==> src/rtl/lsu_mem_arbiter.sv <==
// Two-requester arbiter for the single data-memory port: grants one LSU-style
// requester, registers its request, runs one valid/ready transaction and routes
// done/rdata back. Define LSU_MEM_ARBITER_FIXED_PRIO_EN for fixed priority (m0 wins).
module lsu_mem_arbiter #(
  parameter int unsigned RESET_PRIO = 0
) (
  input  logic        clk,
  input  logic        rst_n,
  input  logic        m0_ren,
  input  logic        m0_wen,
  input  logic [1:0]  m0_type,
  input  logic [31:0] m0_addr_base,
  input  logic [31:0] m0_addr_offset,
  input  logic [31:0] m0_wdata,
  output logic        m0_done,
  output logic [31:0] m0_rdata,
  input  logic        m1_ren,
  input  logic        m1_wen,
  input  logic [1:0]  m1_type,
  input  logic [31:0] m1_addr_base,
  input  logic [31:0] m1_addr_offset,
  input  logic [31:0] m1_wdata,
  output logic        m1_done,
  output logic [31:0] m1_rdata,
  output logic        mem_valid,
  input  logic        mem_ready,
  output logic [31:0] mem_addr,
  output logic [31:0] mem_wdata,
  output logic [3:0]  mem_we,
  input  logic [31:0] mem_rdata,
  output logic        busy,
  output logic        owner
);

  typedef enum logic {IDLE = 1'b0, BUSY = 1'b1} state_t;

  state_t      state_r, state_nxt_s;
  logic        owner_r, owner_nxt_s;
  logic [31:0] addr_r, addr_nxt_s;
  logic [31:0] wdata_r, wdata_nxt_s;
  logic [3:0]  we_r, we_nxt_s;

  logic        req0_s, req1_s, grant_s;
  logic        sel_wr_s;
  logic [1:0]  sel_type_s;
  logic [31:0] sel_addr_s, sel_wdata_s;

`ifndef LSU_MEM_ARBITER_FIXED_PRIO_EN
  logic        prio_r, prio_nxt_s;
`endif

  // Byte-enable pattern: size mask shifted into the addressed lanes, upper lanes dropped.
  function automatic logic [3:0] lane_we(input logic [1:0] size, input logic [1:0] off);
    logic [3:0] mask;
    case (size)
      2'b00:   mask = 4'b0001;
      2'b01:   mask = 4'b0011;
      default: mask = 4'b1111;
    endcase
    return mask << off;
  endfunction

  // Right-aligned store data replicated across all byte lanes.
  function automatic logic [31:0] lane_data(input logic [1:0] size, input logic [31:0] data);
    logic [31:0] rep;
    case (size)
      2'b00:   rep = {4{data[7:0]}};
      2'b01:   rep = {2{data[15:0]}};
      default: rep = data;
    endcase
    return rep;
  endfunction

  assign req0_s = m0_ren | m0_wen;
  assign req1_s = m1_ren | m1_wen;

  // Grant decision and mux of the winning requester's fields.
  always_comb begin
    grant_s = 1'b0;
    if (req0_s && req1_s) begin
`ifdef LSU_MEM_ARBITER_FIXED_PRIO_EN
      grant_s = 1'b0;
`else
      grant_s = prio_r;
`endif
    end else if (req1_s) begin
      grant_s = 1'b1;
    end else begin
      grant_s = 1'b0;
    end

    if (grant_s) begin
      sel_wr_s    = m1_wen;
      sel_type_s  = m1_type;
      sel_addr_s  = m1_addr_base + m1_addr_offset;
      sel_wdata_s = m1_wdata;
    end else begin
      sel_wr_s    = m0_wen;
      sel_type_s  = m0_type;
      sel_addr_s  = m0_addr_base + m0_addr_offset;
      sel_wdata_s = m0_wdata;
    end
  end

  // Next-state logic: capture the granted request in IDLE, wait for mem_ready in BUSY.
  always_comb begin
    state_nxt_s = state_r;
    owner_nxt_s = owner_r;
    addr_nxt_s  = addr_r;
    wdata_nxt_s = wdata_r;
    we_nxt_s    = we_r;
`ifndef LSU_MEM_ARBITER_FIXED_PRIO_EN
    prio_nxt_s  = prio_r;
`endif
    case (state_r)
      IDLE: begin
        if (req0_s || req1_s) begin
          state_nxt_s = BUSY;
          owner_nxt_s = grant_s;
          addr_nxt_s  = sel_addr_s;
          wdata_nxt_s = lane_data(sel_type_s, sel_wdata_s);
          we_nxt_s    = sel_wr_s ? lane_we(sel_type_s, sel_addr_s[1:0]) : 4'b0000;
        end else begin
          state_nxt_s = IDLE;
        end
      end
      BUSY: begin
        if (mem_ready) begin
          state_nxt_s = IDLE;
`ifndef LSU_MEM_ARBITER_FIXED_PRIO_EN
          prio_nxt_s  = ~owner_r;
`endif
        end else begin
          state_nxt_s = BUSY;
        end
      end
      default: begin
        state_nxt_s = IDLE;
      end
    endcase
  end

  // State and registered memory-request fields.
  always_ff @(posedge clk or negedge rst_n) begin
    if (!rst_n) begin
      state_r <= IDLE;
      owner_r <= 1'b0;
      addr_r  <= 32'h0000_0000;
      wdata_r <= 32'h0000_0000;
      we_r    <= 4'b0000;
    end else begin
      state_r <= state_nxt_s;
      owner_r <= owner_nxt_s;
      addr_r  <= addr_nxt_s;
      wdata_r <= wdata_nxt_s;
      we_r    <= we_nxt_s;
    end
  end

`ifndef LSU_MEM_ARBITER_FIXED_PRIO_EN
  // Round-robin pointer: after each completion it points at the non-owner.
  always_ff @(posedge clk or negedge rst_n) begin
    if (!rst_n) begin
      prio_r <= RESET_PRIO[0];
    end else begin
      prio_r <= prio_nxt_s;
    end
  end
`endif

  assign mem_valid = (state_r == BUSY);
  assign busy      = (state_r == BUSY);
  assign owner     = owner_r;
  assign mem_addr  = addr_r;
  assign mem_wdata = wdata_r;
  assign mem_we    = we_r;

  // Completion is combinational with mem_ready so done lands in the same cycle.
  assign m0_done  = mem_valid && mem_ready && (owner_r == 1'b0);
  assign m1_done  = mem_valid && mem_ready && (owner_r == 1'b1);
  assign m0_rdata = mem_rdata;
  assign m1_rdata = mem_rdata;

endmodule

==> config.mk <==
export PLATFORM = sky130hd
export DESIGN_NAME = lsu_mem_arbiter
export DESIGN_NICKNAME = d
export VERILOG_FILES = /design/src/rtl/lsu_mem_arbiter.sv
export SDC_FILE = /design/constraint.sdc
export NUM_CORES = 1
export LEC_CHECK = 0
export CAP_MARGIN = 25
export CORE_MARGIN = 5
export CORE_UTILIZATION = 35
export CTS_CLUSTER_DIAMETER = 30
export DETAILED_ROUTE_END_ITERATION = 12
export PLACE_DENSITY = 0.83
export SYNTH_ARGS = -nofsm -noshare
export SYNTH_HDL_FRONTEND = slang
export SYNTH_SLANG_ARGS = --single-unit
==> constraint.sdc <==
create_clock -name clk -period 4.71 [get_ports clk]
set_clock_uncertainty 0.2 [all_clocks]
set_input_delay 1.1775 -clock clk [delete_from_list [all_inputs] [get_ports clk]]
set_output_delay 1.1775 -clock clk [all_outputs]
set_load 0.005 [all_outputs]
# Word-level counts from Yosys, hierarchy flattened
# Index checks and enable logic that the tools add are counted.
[totals]
reg_bits = 71
in_bits = 235
out_inout_bits = 137
[classes]
addsub = 2
eq_ne = 1
shift = 1
n_mux = 14
bitwise = 4
n_reduce_logical = 8
[ops]
columns = ["operator", "count"]
rows = [
  ["$add 32x32->32", 2],
  ["$mux 32", 2],
  ["$pmux 32 s2", 1],
  ["$mux 4", 3],
  ["$pmux 4 s2", 1],
  ["$mux 1", 5],
  ["$logic_and 1x1->1", 4],
  ["$reduce_and 2->1", 2],
  ["$shl 4x2->4", 1],
  ["$eq 2x1->1 const B", 1],
  ["$logic_not 2->1", 1],
  ["$mux 2", 1],
  ["$not 1->1", 2],
  ["$or 1x1->1", 2],
  ["$pmux 1 s2", 1],
  ["$logic_or 1x1->1", 1],
]

# Logic depth before layout (Yosys ltp)
[depth]
word_depth = 10
depth_mapped = 11

# Least setup slack after synthesis
# Ideal clock, no wire load.
[synth_timing]
path_type = "in2reg"
startpoint = "input m1_addr_base[0]"
endpoint = "register addr_r[26] (netlist: mem_addr[26])"
arrival_ns = 3.361
required_time_ns = 4.382
path_slack_ns = 1.021
path_stages = 11
path_cell_list = "ha_1 fa_1 a211oi_2 o21ai_2 a32oi_4 o31ai_2 o21a_2 a21o_1 a21oi_1 xor2_1 o21ai_1"
[synth_via]
elab_chain_cells = 2
[synth_lines]
columns = ["element", "line", "text"]
rows = [
  ["from (decl)", "20", "input logic [31:0] m1_addr_base,"],
  ["$add 32x32->32", "95", "sel_addr_s = m1_addr_base + m1_addr_offset;"],
  ["$mux 32", "92", "if (grant_s) begin"],
  ["to (signal assigned)", "154", "addr_r <= addr_nxt_s;"],
  ["to (decl)", "39", "logic [31:0] addr_r, addr_nxt_s;"],
]
# Every way passes these cells.
# A chain may end at the register's enable or synchronous reset.

# Worst setup path in the final report
[layout_timing]
startpoint = "input m0_addr_base[0]"
endpoint = "register addr_r[24] (netlist: mem_addr[24])"
[layout_via]
elab_chain_cells = 2
[layout_lines]
columns = ["element", "line", "text"]
rows = [
  ["from (decl)", "12", "input logic [31:0] m0_addr_base,"],
  ["$add 32x32->32", "100", "sel_addr_s = m0_addr_base + m0_addr_offset;"],
  ["$mux 32", "92", ""],
]
# Every way passes these cells.

==> reports/metrics.csv <==
stage;metric;value;unit
placement;HPWL Detailed;22.44;mm
timing;min Tclk post-route;4.151;ns
floorplanning;width of the die;157.6;um
timing;final setup fails;0;
synthesis;number of synthesized register bits;71;
synthesis;area share of the largest cell type after synthesis;0.2332;
timing;setup TNS;0;ns
timing;Hold Vio Cnt, Final;0;
routing;post-route ant nets;0;
setup_path;Worst setup SP type;input port;
clock_network;clk root buf;clkbuf_16;
clock_network;clk_lat worst skew;0.33;ns
synthesis;Avg Cell Area, Syn;7.681;um^2
synthesis;synthesized area;7620;um^2
layout;Final Util;0.4813;
setup_path;critical path endpoint category;flip-flop;
layout;share of layout cells above drive strength 1;0.05259;
synthesis;Area contributors post-synth;dfrtp_1 23%, ha_1 10%, nand2_1 8.2%;
placement;GP Congestion;0.9004;
flow_run;Max Cap Viol;0;
floorplanning;die height;157.6;um
grt;vias in the first global route;7700;
power;VDD IR max;0.0001651;V
layout;n_diodes;0;
clock_network;H-tree Lvls;3;
clock_network;TritonCTS clock tree;yes;
layout;Syn-to-layout area delta;36.55;%
grt;first-pass GRT wire length;41.14;mm
timing;slew of the pin with the lowest slew margin;0.6272;ns
timing;RSZ-0062 raised after global routing;no;
clock_network;Longest Clk Path Bufs;2;
timing;Period Utilization, post-route;0.8813;
setup_path;Worst Path Arrival;4.17;ns
synthesis;Async S/R FF share, synth;1.000;
synthesis;Synth Flop Type;dfrtp_1;
layout;leading cell type in the layout, fill and taps excluded;clkdlybuf4s50_1;
power;power density cells;302.7;nW/um^2
synthesis;synth warn;0;
layout;register area;1777;um^2
setup_path;Worst Path Required;4.73;ns
floorplanning;Initial Util;0.3524;
grt;largest net degree at the start of global routing;75;
synthesis;Syn Inst Count;992;
layout;FILL cells;2140;
grt;global route total overflow;0;
layout;commonest cells after routing, fill and taps aside;274 x clkdlybuf4s50_1, 166 x nand2_1, 85 x nor2_1;
timing;Max Transition Viols Final;0;
placement;post-placement cell count;1442;
routing;DR iter-0 viols;557;
synthesis;sequential share of the synthesized area;0.2332;
clock_network;CTS resizes;0;
placement;Port Buf Inserts;275;
worst_hold_path;Hold/Removal Path Class;flip-flop to flip-flop;
power;Static Leak;4.443;nW
grt;initial antenna violation count;0;
routing;vias after detailed routing;7832;
floorplanning;row count;54;
clock_network;Setup Buffers After CTS;0;
clock_network;Hold-fix buffers, CTS;0;
clock_network;CTS sink count;71;
synthesis;syn_nets;1291;
clock_network;clk slew on worst S/H paths;0.06;ns
timing;Max Freq;0.2409;GHz
layout;Final #Nets;1473;
status;outcome;finished, final reports clean;
floorplanning;total die area;24820;um^2
routing;detailed-route wire length;27.43;mm
synthesis;Post-synth EDFFs;0;
setup_path;Crit Path Class;input port to flip-flop;
synthesis;Netlist cell types;78;
setup_path;CP Max Fanout;3;
routing;first drt pass iteration count;5;
layout;area of the multi-input gates;5069;um^2
routing;drt drc;0;
timing;worst hold margin;0.2810;ns
synthesis;area leader, netlist;dfrtp_1;
floorplanning;Top Ports;372;
timing;Slew HR;0.5814;
floorplanning;Core Footprint;21620;um^2
routing;routed len/inst;18.80;um
clock_network;Num CTS Buffers;9;
grt;GRT Overall Usage;0.2102;
layout;final non-filler cell total;1459;
routing;Vias per Instance;5.368;
## logic make-up (layout without fill, tap and decap cells)
family                   after synthesis  after routing  share of synthesized area
XOR/XNOR                              56             56                    0.06437
flip-flops                            71             71                     0.2332
adder cells (fa/ha/maj)               64             64                     0.1071
AND/OR/NAND/NOR                      321            321                     0.1780
buffers and inverters                129            316                     0.1034
multiplexers                          37             37                    0.04992
AO/OA/AOI/OAI                        314            314                     0.2640
## cell type report
cell class / count / area share
inverters: 14 / 0.005050
clock inverters: 4 / 0.004329
clock buffers: 12 / 0.02369
repair buffers: 286 / 0.2754
multi-input cells: 792 / 0.4871
flip-flops and latches: 71 / 0.1708
well taps: 280 / 0.03367
## per-stage QoR
stage | setup WS [ns] | power [mW] | cell area [um^2]
final | 0.5590 | 3.150 | 10410
after global routing | 0.3442 | 3.351 | 10410
after CTS | 0.5994 | 3.170 | 10380
after detailed placement | 0.2551 | 2.472 | 10090
after global placement | 0.3534 | 2.446 | 10090
after floorplan | 1.021 | 1.704 | 7620
## routing by layer
layer | share of wire | GRT usage | vias to the layer above
li1 | - | - | 3834
met1 | 0.42 | 0.2644 | 3607
met2 | 0.48 | 0.3576 | 335
met3 | 0.078 | 0.04042 | 56
met4 | 0.028 | 0.07784 | 0
met5 | 0 | 0 | -
## worst max-delay path, cell delays in order
cell,delay [ns]
clkdlybuf4s50_1,0.40
ha_1,0.24
fa_1,0.44
a211oi_1,0.39
o211ai_1,0.21
a21o_1,0.22
a21oi_1,0.28
o31a_1,0.21
o21ai_1,0.10
a31oi_1,0.24
xor2_1,0.18
o21ai_1,0.08
## path summary, 6_finish.rpt
kind,startpoint,slack [ns],end,cells after the start
min in group asynchronous,rst_n,0.45,mem_wdata[0],1
max in group asynchronous,rst_n,3.31,owner,2
min reg2reg,mem_addr[7],0.28,mem_addr[7],2
max reg2reg,prio_r,2.37,mem_we[1],5
max,m0_addr_base[0],0.56,mem_addr[24],12
min,mem_addr[7],0.28,mem_addr[7],2
## registers in the layout, summed over array words and instances, names as in the netlist
| register | cells |
|---|---|
| owner | 1 |
| prio_r | 1 |
| mem_we | 4 |
| mem_wdata | 32 |
| mem_addr | 32 |
| busy | 1 |
## synth_stat cells, drive strengths merged, types with 3 or more instances
cell	n
nor3	14
and3	5
a31oi	19
nand3	27
o22ai	4
a21oi	85
ha	62
and2	3
mux2	8
o221ai	3
clkbuf	33
xor2	24
o21ai	98
inv	14
a21o	29
a211o	4
dfrtp	71
o21bai	7
buf	81
o211ai	5
a211oi	20
a2111oi	3
nor2	86
mux2i	29
nand2	166
xnor2	32
a22oi	6
nand4	10
or2	3
o21a	10
## power by group
| group | internal (mW) | switching [mW] |
|---|---|---|
| combinational | 0.812 | 0.764 |
| sequential | 0.779 | 0.110 |
| clock | 0.422 | 0.262 |
(Power assumes the default switching activity.)
